===== config.mk =====
export PLATFORM = sky130hd
export DESIGN_NAME = mux_large_pipe_flat
export DESIGN_NICKNAME = d
export VERILOG_FILES = /design/src/rtl/mux_large_pkg.sv /design/src/rtl/mux_large_if.sv /design/src/rtl/mux_skid_buf.sv /design/src/rtl/mux_large_pipe.sv /design/src/flat_wrapper.sv
export SDC_FILE = /design/constraint.sdc
export NUM_CORES = 1
export LEC_CHECK = 0
export CELL_PAD_IN_SITES_DETAIL_PLACEMENT = 0
export CELL_PAD_IN_SITES_GLOBAL_PLACEMENT = 1
export CORE_MARGIN = 3
export CORE_UTILIZATION = 35
export CTS_BUF_LIST = sky130_fd_sc_hd__clkbuf_2
export DETAILED_ROUTE_END_ITERATION = 10
export PLACE_DENSITY = 0.95
export SLEW_MARGIN = 20
export SYNTH_ARGS = -nofsm -noshare
export SYNTH_HDL_FRONTEND = slang
export SYNTH_SLANG_ARGS = --single-unit

===== constraint.sdc =====
create_clock -name clk -period 4.65 [get_ports clk]
set_clock_uncertainty 0.1 [all_clocks]
set_input_delay 1.395 -clock clk [delete_from_list [all_inputs] [get_ports clk]]
set_output_delay 1.395 -clock clk [all_outputs]
set_load 0.005 [all_outputs]

===== src/rtl/mux_large_pkg.sv =====
// Shared types and defaults for the pipelined wide channel mux.
// Buffer occupancy states and the default payload layout.
package mux_large_pkg;

  localparam int DEF_WIDTH  = 8;
  localparam int DEF_NUM_CH = 10;
  localparam int DEF_SEL_W  = 4;

  typedef enum logic [1:0] {
    EMPTY = 2'd0,
    ONE   = 2'd1,
    TWO   = 2'd2
  } buf_state_e;

  typedef struct packed {
    logic [DEF_WIDTH-1:0] data;
    logic [DEF_SEL_W-1:0] ch;
    logic                 err;
  } payload_t;

endpackage


===== src/rtl/mux_large_if.sv =====
// Request/response bundle of the pipelined channel mux.
// master drives requests and out_ready; slave is the mux.
interface mux_large_if
  import mux_large_pkg::*;
#(
  parameter int WIDTH  = DEF_WIDTH,
  parameter int NUM_CH = DEF_NUM_CH,
  parameter int SEL_W  = DEF_SEL_W
);
  logic [NUM_CH*WIDTH-1:0] in_data;
  logic [SEL_W-1:0]        in_sel;
  logic                    mode;
  logic                    in_valid;
  logic                    in_ready;
  logic [WIDTH-1:0]        out_data;
  logic [SEL_W-1:0]        out_ch;
  logic                    out_err;
  logic                    out_valid;
  logic                    out_ready;

  modport master (
    output in_data, in_sel, mode, in_valid, out_ready,
    input  in_ready, out_data, out_ch, out_err, out_valid
  );

  modport slave (
    input  in_data, in_sel, mode, in_valid, out_ready,
    output in_ready, out_data, out_ch, out_err, out_valid
  );
endinterface


===== src/rtl/mux_skid_buf.sv =====
// Generic 2-entry valid/ready skid buffer, FIFO order.
// in_ready depends only on the state register.
module mux_skid_buf
  import mux_large_pkg::*;
#(
  parameter int DW = 8
) (
  input  logic          clk,
  input  logic          rst_n,
  input  logic [DW-1:0] in_data,
  input  logic          in_valid,
  output logic          in_ready,
  output logic [DW-1:0] out_data,
  output logic          out_valid,
  input  logic          out_ready
);
  buf_state_e    state;
  logic [DW-1:0] main_q;
  logic [DW-1:0] skid_q;
  logic          acc;
  logic          pop;

  assign in_ready  = (state != TWO);
  assign out_valid = (state != EMPTY);
  assign out_data  = main_q;
  assign acc       = in_valid & in_ready;
  assign pop       = out_valid & out_ready;

  always_ff @(posedge clk or negedge rst_n) begin
    if (!rst_n) begin
      state  <= EMPTY;
      main_q <= '0;
      skid_q <= '0;
    end else begin
      unique case (state)
        EMPTY: begin
          if (acc) begin
            main_q <= in_data;
            state  <= ONE;
          end
        end
        ONE: begin
          if (acc && !pop) begin
            skid_q <= in_data;
            state  <= TWO;
          end else if (acc) begin
            main_q <= in_data;
          end else if (pop) begin
            state <= EMPTY;
          end
        end
        TWO: begin
          if (pop) begin
            main_q <= skid_q;
            state  <= ONE;
          end
        end
        default: state <= EMPTY;
      endcase
    end
  end
endmodule


===== src/rtl/mux_large_pipe.sv =====
// NUM_CH x WIDTH channel mux with out-of-range fallback to ch0,
// round-robin scan mode and a registered skid-buffered output.
module mux_large_pipe
  import mux_large_pkg::*;
#(
  parameter int WIDTH  = DEF_WIDTH,
  parameter int NUM_CH = DEF_NUM_CH,
  parameter int SEL_W  = DEF_SEL_W
) (
  input  logic        clk,
  input  logic        rst_n,
  mux_large_if.slave  bus
);
  typedef struct packed {
    logic [WIDTH-1:0] data;
    logic [SEL_W-1:0] ch;
    logic             err;
  } pl_t;

  localparam int DW = $bits(pl_t);
  localparam logic [SEL_W:0]   NCH  = (SEL_W+1)'(NUM_CH);
  localparam logic [SEL_W-1:0] LAST = SEL_W'(NUM_CH - 1);

  logic [SEL_W-1:0] scan_ptr;
  logic [SEL_W-1:0] eff_sel;
  logic             err;
  logic [WIDTH-1:0] sel_data;
  logic             acc;
  pl_t              pl_in;
  pl_t              pl_out;
  logic [DW-1:0]    out_bits;

  assign eff_sel = bus.mode ? scan_ptr : bus.in_sel;
  assign err     = ({1'b0, eff_sel} >= NCH);
  assign acc     = bus.in_valid & bus.in_ready;

  // Default is ch0, which is also the out-of-range substitute
  always_comb begin
    sel_data = bus.in_data[WIDTH-1:0];
    for (int k = 1; k < NUM_CH; k++) begin
      if (eff_sel == SEL_W'(k))
        sel_data = bus.in_data[k*WIDTH +: WIDTH];
    end
  end

  assign pl_in.data = sel_data;
  assign pl_in.ch   = err ? '0 : eff_sel;
  assign pl_in.err  = err;

  always_ff @(posedge clk or negedge rst_n) begin
    if (!rst_n)
      scan_ptr <= '0;
    else if (!bus.mode)
      scan_ptr <= '0;
    else if (acc)
      scan_ptr <= (scan_ptr == LAST) ? '0 : scan_ptr + 1'b1;
  end

  mux_skid_buf #(.DW(DW)) u_buf (
    .clk       (clk),
    .rst_n     (rst_n),
    .in_data   (pl_in),
    .in_valid  (bus.in_valid),
    .in_ready  (bus.in_ready),
    .out_data  (out_bits),
    .out_valid (bus.out_valid),
    .out_ready (bus.out_ready)
  );

  assign pl_out       = pl_t'(out_bits);
  assign bus.out_data = pl_out.data;
  assign bus.out_ch   = pl_out.ch;
  assign bus.out_err  = pl_out.err;
endmodule


===== src/flat_wrapper.sv =====
// flat-port wrapper written by rule: the top's interface ports become plain ports
module mux_large_pipe_flat import mux_large_pkg::*;
#(
  parameter int WIDTH  = DEF_WIDTH,
  parameter int NUM_CH = DEF_NUM_CH,
  parameter int SEL_W  = DEF_SEL_W
)
  (clk, rst_n, bus_in_data, bus_in_sel, bus_mode, bus_in_valid, bus_out_ready, bus_in_ready, bus_out_data, bus_out_ch, bus_out_err, bus_out_valid);
  mux_large_if #(.WIDTH(WIDTH), .NUM_CH(NUM_CH), .SEL_W(SEL_W)) bus_i ();
  input  logic clk;
  input  logic rst_n;
  input wire logic [$bits(bus_i.in_data)-1:0] bus_in_data;
  input wire logic [$bits(bus_i.in_sel)-1:0] bus_in_sel;
  input wire logic [$bits(bus_i.mode)-1:0] bus_mode;
  input wire logic [$bits(bus_i.in_valid)-1:0] bus_in_valid;
  input wire logic [$bits(bus_i.out_ready)-1:0] bus_out_ready;
  output wire logic [$bits(bus_i.in_ready)-1:0] bus_in_ready;
  output wire logic [$bits(bus_i.out_data)-1:0] bus_out_data;
  output wire logic [$bits(bus_i.out_ch)-1:0] bus_out_ch;
  output wire logic [$bits(bus_i.out_err)-1:0] bus_out_err;
  output wire logic [$bits(bus_i.out_valid)-1:0] bus_out_valid;
  assign bus_i.in_data = bus_in_data;
  assign bus_i.in_sel = bus_in_sel;
  assign bus_i.mode = bus_mode;
  assign bus_i.in_valid = bus_in_valid;
  assign bus_i.out_ready = bus_out_ready;
  assign bus_in_ready = bus_i.in_ready;
  assign bus_out_data = bus_i.out_data;
  assign bus_out_ch = bus_i.out_ch;
  assign bus_out_err = bus_i.out_err;
  assign bus_out_valid = bus_i.out_valid;
  mux_large_pipe #(.WIDTH(WIDTH), .NUM_CH(NUM_CH), .SEL_W(SEL_W)) u_core (.clk(clk), .rst_n(rst_n), .bus(bus_i));
endmodule

==> flow_metrics.tcl <==
set metrics [dict create \
    clk_path_buf_depth 2 \
    synth.largest_area_cell "dfrtp_1" \
    total_power_uw 990 \
    async_flop_share_pct 100 \
    nets 541 \
    fin_cells 549 \
    irDropWorstVdd_v 0.0000995 \
    first_global_vias 2986 \
    startpoint_type "primary input" \
    wl_per_cell_um 16.6 \
    ys_seq_area_share_pct 29.5 \
    worst_slack_ps 775 \
    min_path_type "flop to flop" \
    pre_cts_ws_ps 413 \
    synth.mux.area_fraction_pct 5.95 \
    synth-xor-area-share_pct 0 \
    status "finished clean" \
    synth_top_family_by_area "compound AO/OA/AOI/OAI gates" \
    io_pins 104 \
    cts_hold_buf 0 \
    grt_start_max_net_pins 33 \
    synth_nets 447 \
    leakage_nw 1.50 \
    holdWs_ps 404 \
    syn_avg_cell_area_um2 7.62 \
    gr-usage-all-layers_pct 20.3 \
    clockRootBuffer "clkbuf_2" \
    rows 31 \
    syn_inst 356 \
    synth_commonest_cells "57 x nand2_1, 34 x nor2_1, 32 x dfrtp_1" \
    worstPathMaxFanout 14 \
    rsz0062_at_grt "false" \
    yosysWarnings 0 \
    postCtsSetupBuffers 0 \
    fin_crit_ps 3880 \
    ant_nets 0 \
    worstPathRequired_ps 4810 \
    setup-tns-final_ps 0 \
    yosys.area_share.simple_pct 27.2 \
    synth-edff-count 0 \
    synth-adder-area-share_pct 0.922 \
    setup_viol_count_final 0 \
    fill_cells 720 \
    crit_path_end_kind "flop" \
    synth_seq_cells 32 \
    die_w_um 94.1 \
    die_h_um 94.1 \
    core_area_mm2 0.00737 \
    synth_top_area_share_pct 29.5 \
    antenna_found_initial 0 \
    clock_latency_ps 370 \
    hold_viol_final 0 \
    r2r_setup_slack_ps 2050 \
    place.gp.congestion 0.876 \
    grt_pass1_wl_um 14300 \
    yosys-top-cells-area "dfrtp_1 30%, nand2_1 7.9%, a21oi_1 5.5%" \
    netlist_area_mm2 0.00271 \
    initial_core_util_pct 36.8 \
    dr.pass1.iters 5 \
    final_cell_area_mm2 0.00385 \
    fin_util_pct 52.3 \
    grt_overflow 0 \
    area_delta_synth_final_pct 41.9 \
    worst_ep_arrival_time_ps 4040 \
    p_per_area_mw_per_mm2 257 \
    numClockSinks 32 \
    yosysUniqueCellTypes 56 \
    dpl-instance-area_mm2 0.00382 \
    slew-limit-headroom_pct 51.8 \
    via_count 3133 \
    drc 0 \
    numCtsBuffers 5 \
    yosysMostFrequentCell "nand2_1" \
    drive_gt1_share_pct 9.78 \
    clkTransAtPathRegs_ps 160 \
    cts_max_level 2 \
    dieArea_mm2 0.00885 \
    viasPerCell 5.71 \
    ys.flop_type "dfrtp_1" \
    antennaDiodeCount 0 \
    wirelength_um 9090 \
    portBuffers 103 \
    postCtsResizedCells 0 \
    place_inst 542 \
    initialDrtViolationCount 213 \
    drv_cap 0 \
    timing.final.crit_share_pct 83.3 \
    hpwl_um 7050 \
    worstSetupPathType "primary input to flop" \
    synth_compound_area_share_pct 30.9 \
    cts_tree "built" \
    max_freq_mhz 258 \
    tightestPinTransition_ps 721 \
    slew_viol_final 0 \
]
logic make-up after synthesis:
kind of cell / Yosys count
AOI/OAI and AO/OA: 124
and+or+nand+nor: 151
buffers and inverters: 32
DFF: 32
muxes: 15
adders and majority gates: 2
registers in the layout, summed over array words and instances (netlist names):
| name | count |
|---|---|
| u_core.u_buf.out_data | 13 |
| u_core.u_buf.skid_q | 13 |
| u_core.scan_ptr | 4 |
| u_core.u_buf.state | 2 |
layer usage:
metal	wire length [um]	global-route usage, %	vias to the layer above
li1	-	-	1511
met1	4010	27.9	1464
met2	4240	32.4	150
met3	743	4.17	8
met4	98	5.29	0
met5	0	0	-
final cells by class:
class / instances / area, um^2 / area share, %
clock buffers: 6 / 30.0 / 0.780
clock inverters: 1 / 5.00 / 0.130
inverters: 7 / 26.3 / 0.682
multi-input cells: 292 / 1770 / 45.9
flip-flops and latches: 32 / 801 / 20.8
well taps: 99 / 124 / 3.22
repair buffers: 112 / 1100 / 28.5
critical path, stage by stage:
cell and delay [ps]:
clkdlybuf4s50_1 740, buf_4 280, nor3b_1 380, o22a_1 280, or2_0 320, o311ai_1 170, a21oi_1 320, o22ai_1 140
path summary, 6_finish.rpt:
kind | from | endpoint | depth (start not counted)
min in group asynchronous | rst_n | u_core.u_buf.state[0]$_DFFE_PN0P_ | 2
setup / recovery | bus_mode | u_core.u_buf.out_data[11]$_DFFE_PN0P_ | 8
hold reg to reg | u_core.u_buf.skid_q[11]$_DFFE_PN0P_ | u_core.u_buf.skid_q[11]$_DFFE_PN0P_ | 2
hold / removal | u_core.u_buf.skid_q[11]$_DFFE_PN0P_ | u_core.u_buf.skid_q[11]$_DFFE_PN0P_ | 2
setup reg to reg | u_core.scan_ptr[1]$_DFFE_PN0P_ | u_core.u_buf.out_data[9]$_DFFE_PN0P_ | 6
max in group asynchronous | rst_n | u_core.u_buf.out_data[5]$_DFFE_PN0P_ | 2
power by group:
part	internal, mW	switching [mW]
Sequential	0.354	0.0505
Combinational	0.247	0.208
Clock	0.0358	0.0946
Total	0.637	0.353
layout by cell type (no fill, tap or decap), drive strengths merged, types with 2 or more instances in the layout:
| master | count |
|---|---|
| nand3b | 3 |
| or2 | 5 |
| a21boi | 2 |
| mux2 | 9 |
| a211oi | 10 |
| nor3 | 10 |
| inv | 7 |
| or3 | 4 |
| a31oi | 5 |
| o21a | 3 |
| o311ai | 6 |
| and2 | 6 |
| mux2i | 6 |
| o2111ai | 3 |
| buf | 9 |
| nand3 | 12 |
| nand2 | 57 |
| a2111oi | 4 |
| nor3b | 5 |
| dfrtp | 32 |
| ha | 2 |
| clkdlybuf4s50 | 103 |
| o22ai | 11 |
| a31o | 4 |
| o211ai | 7 |
| nor2 | 34 |
| a221oi | 4 |
| a21oi | 30 |
| clkbuf | 6 |
| or3b | 6 |
| o21ai | 21 |
| a22o | 5 |
| nor2b | 5 |
Note: power is estimated with default switching activity, not from simulation.
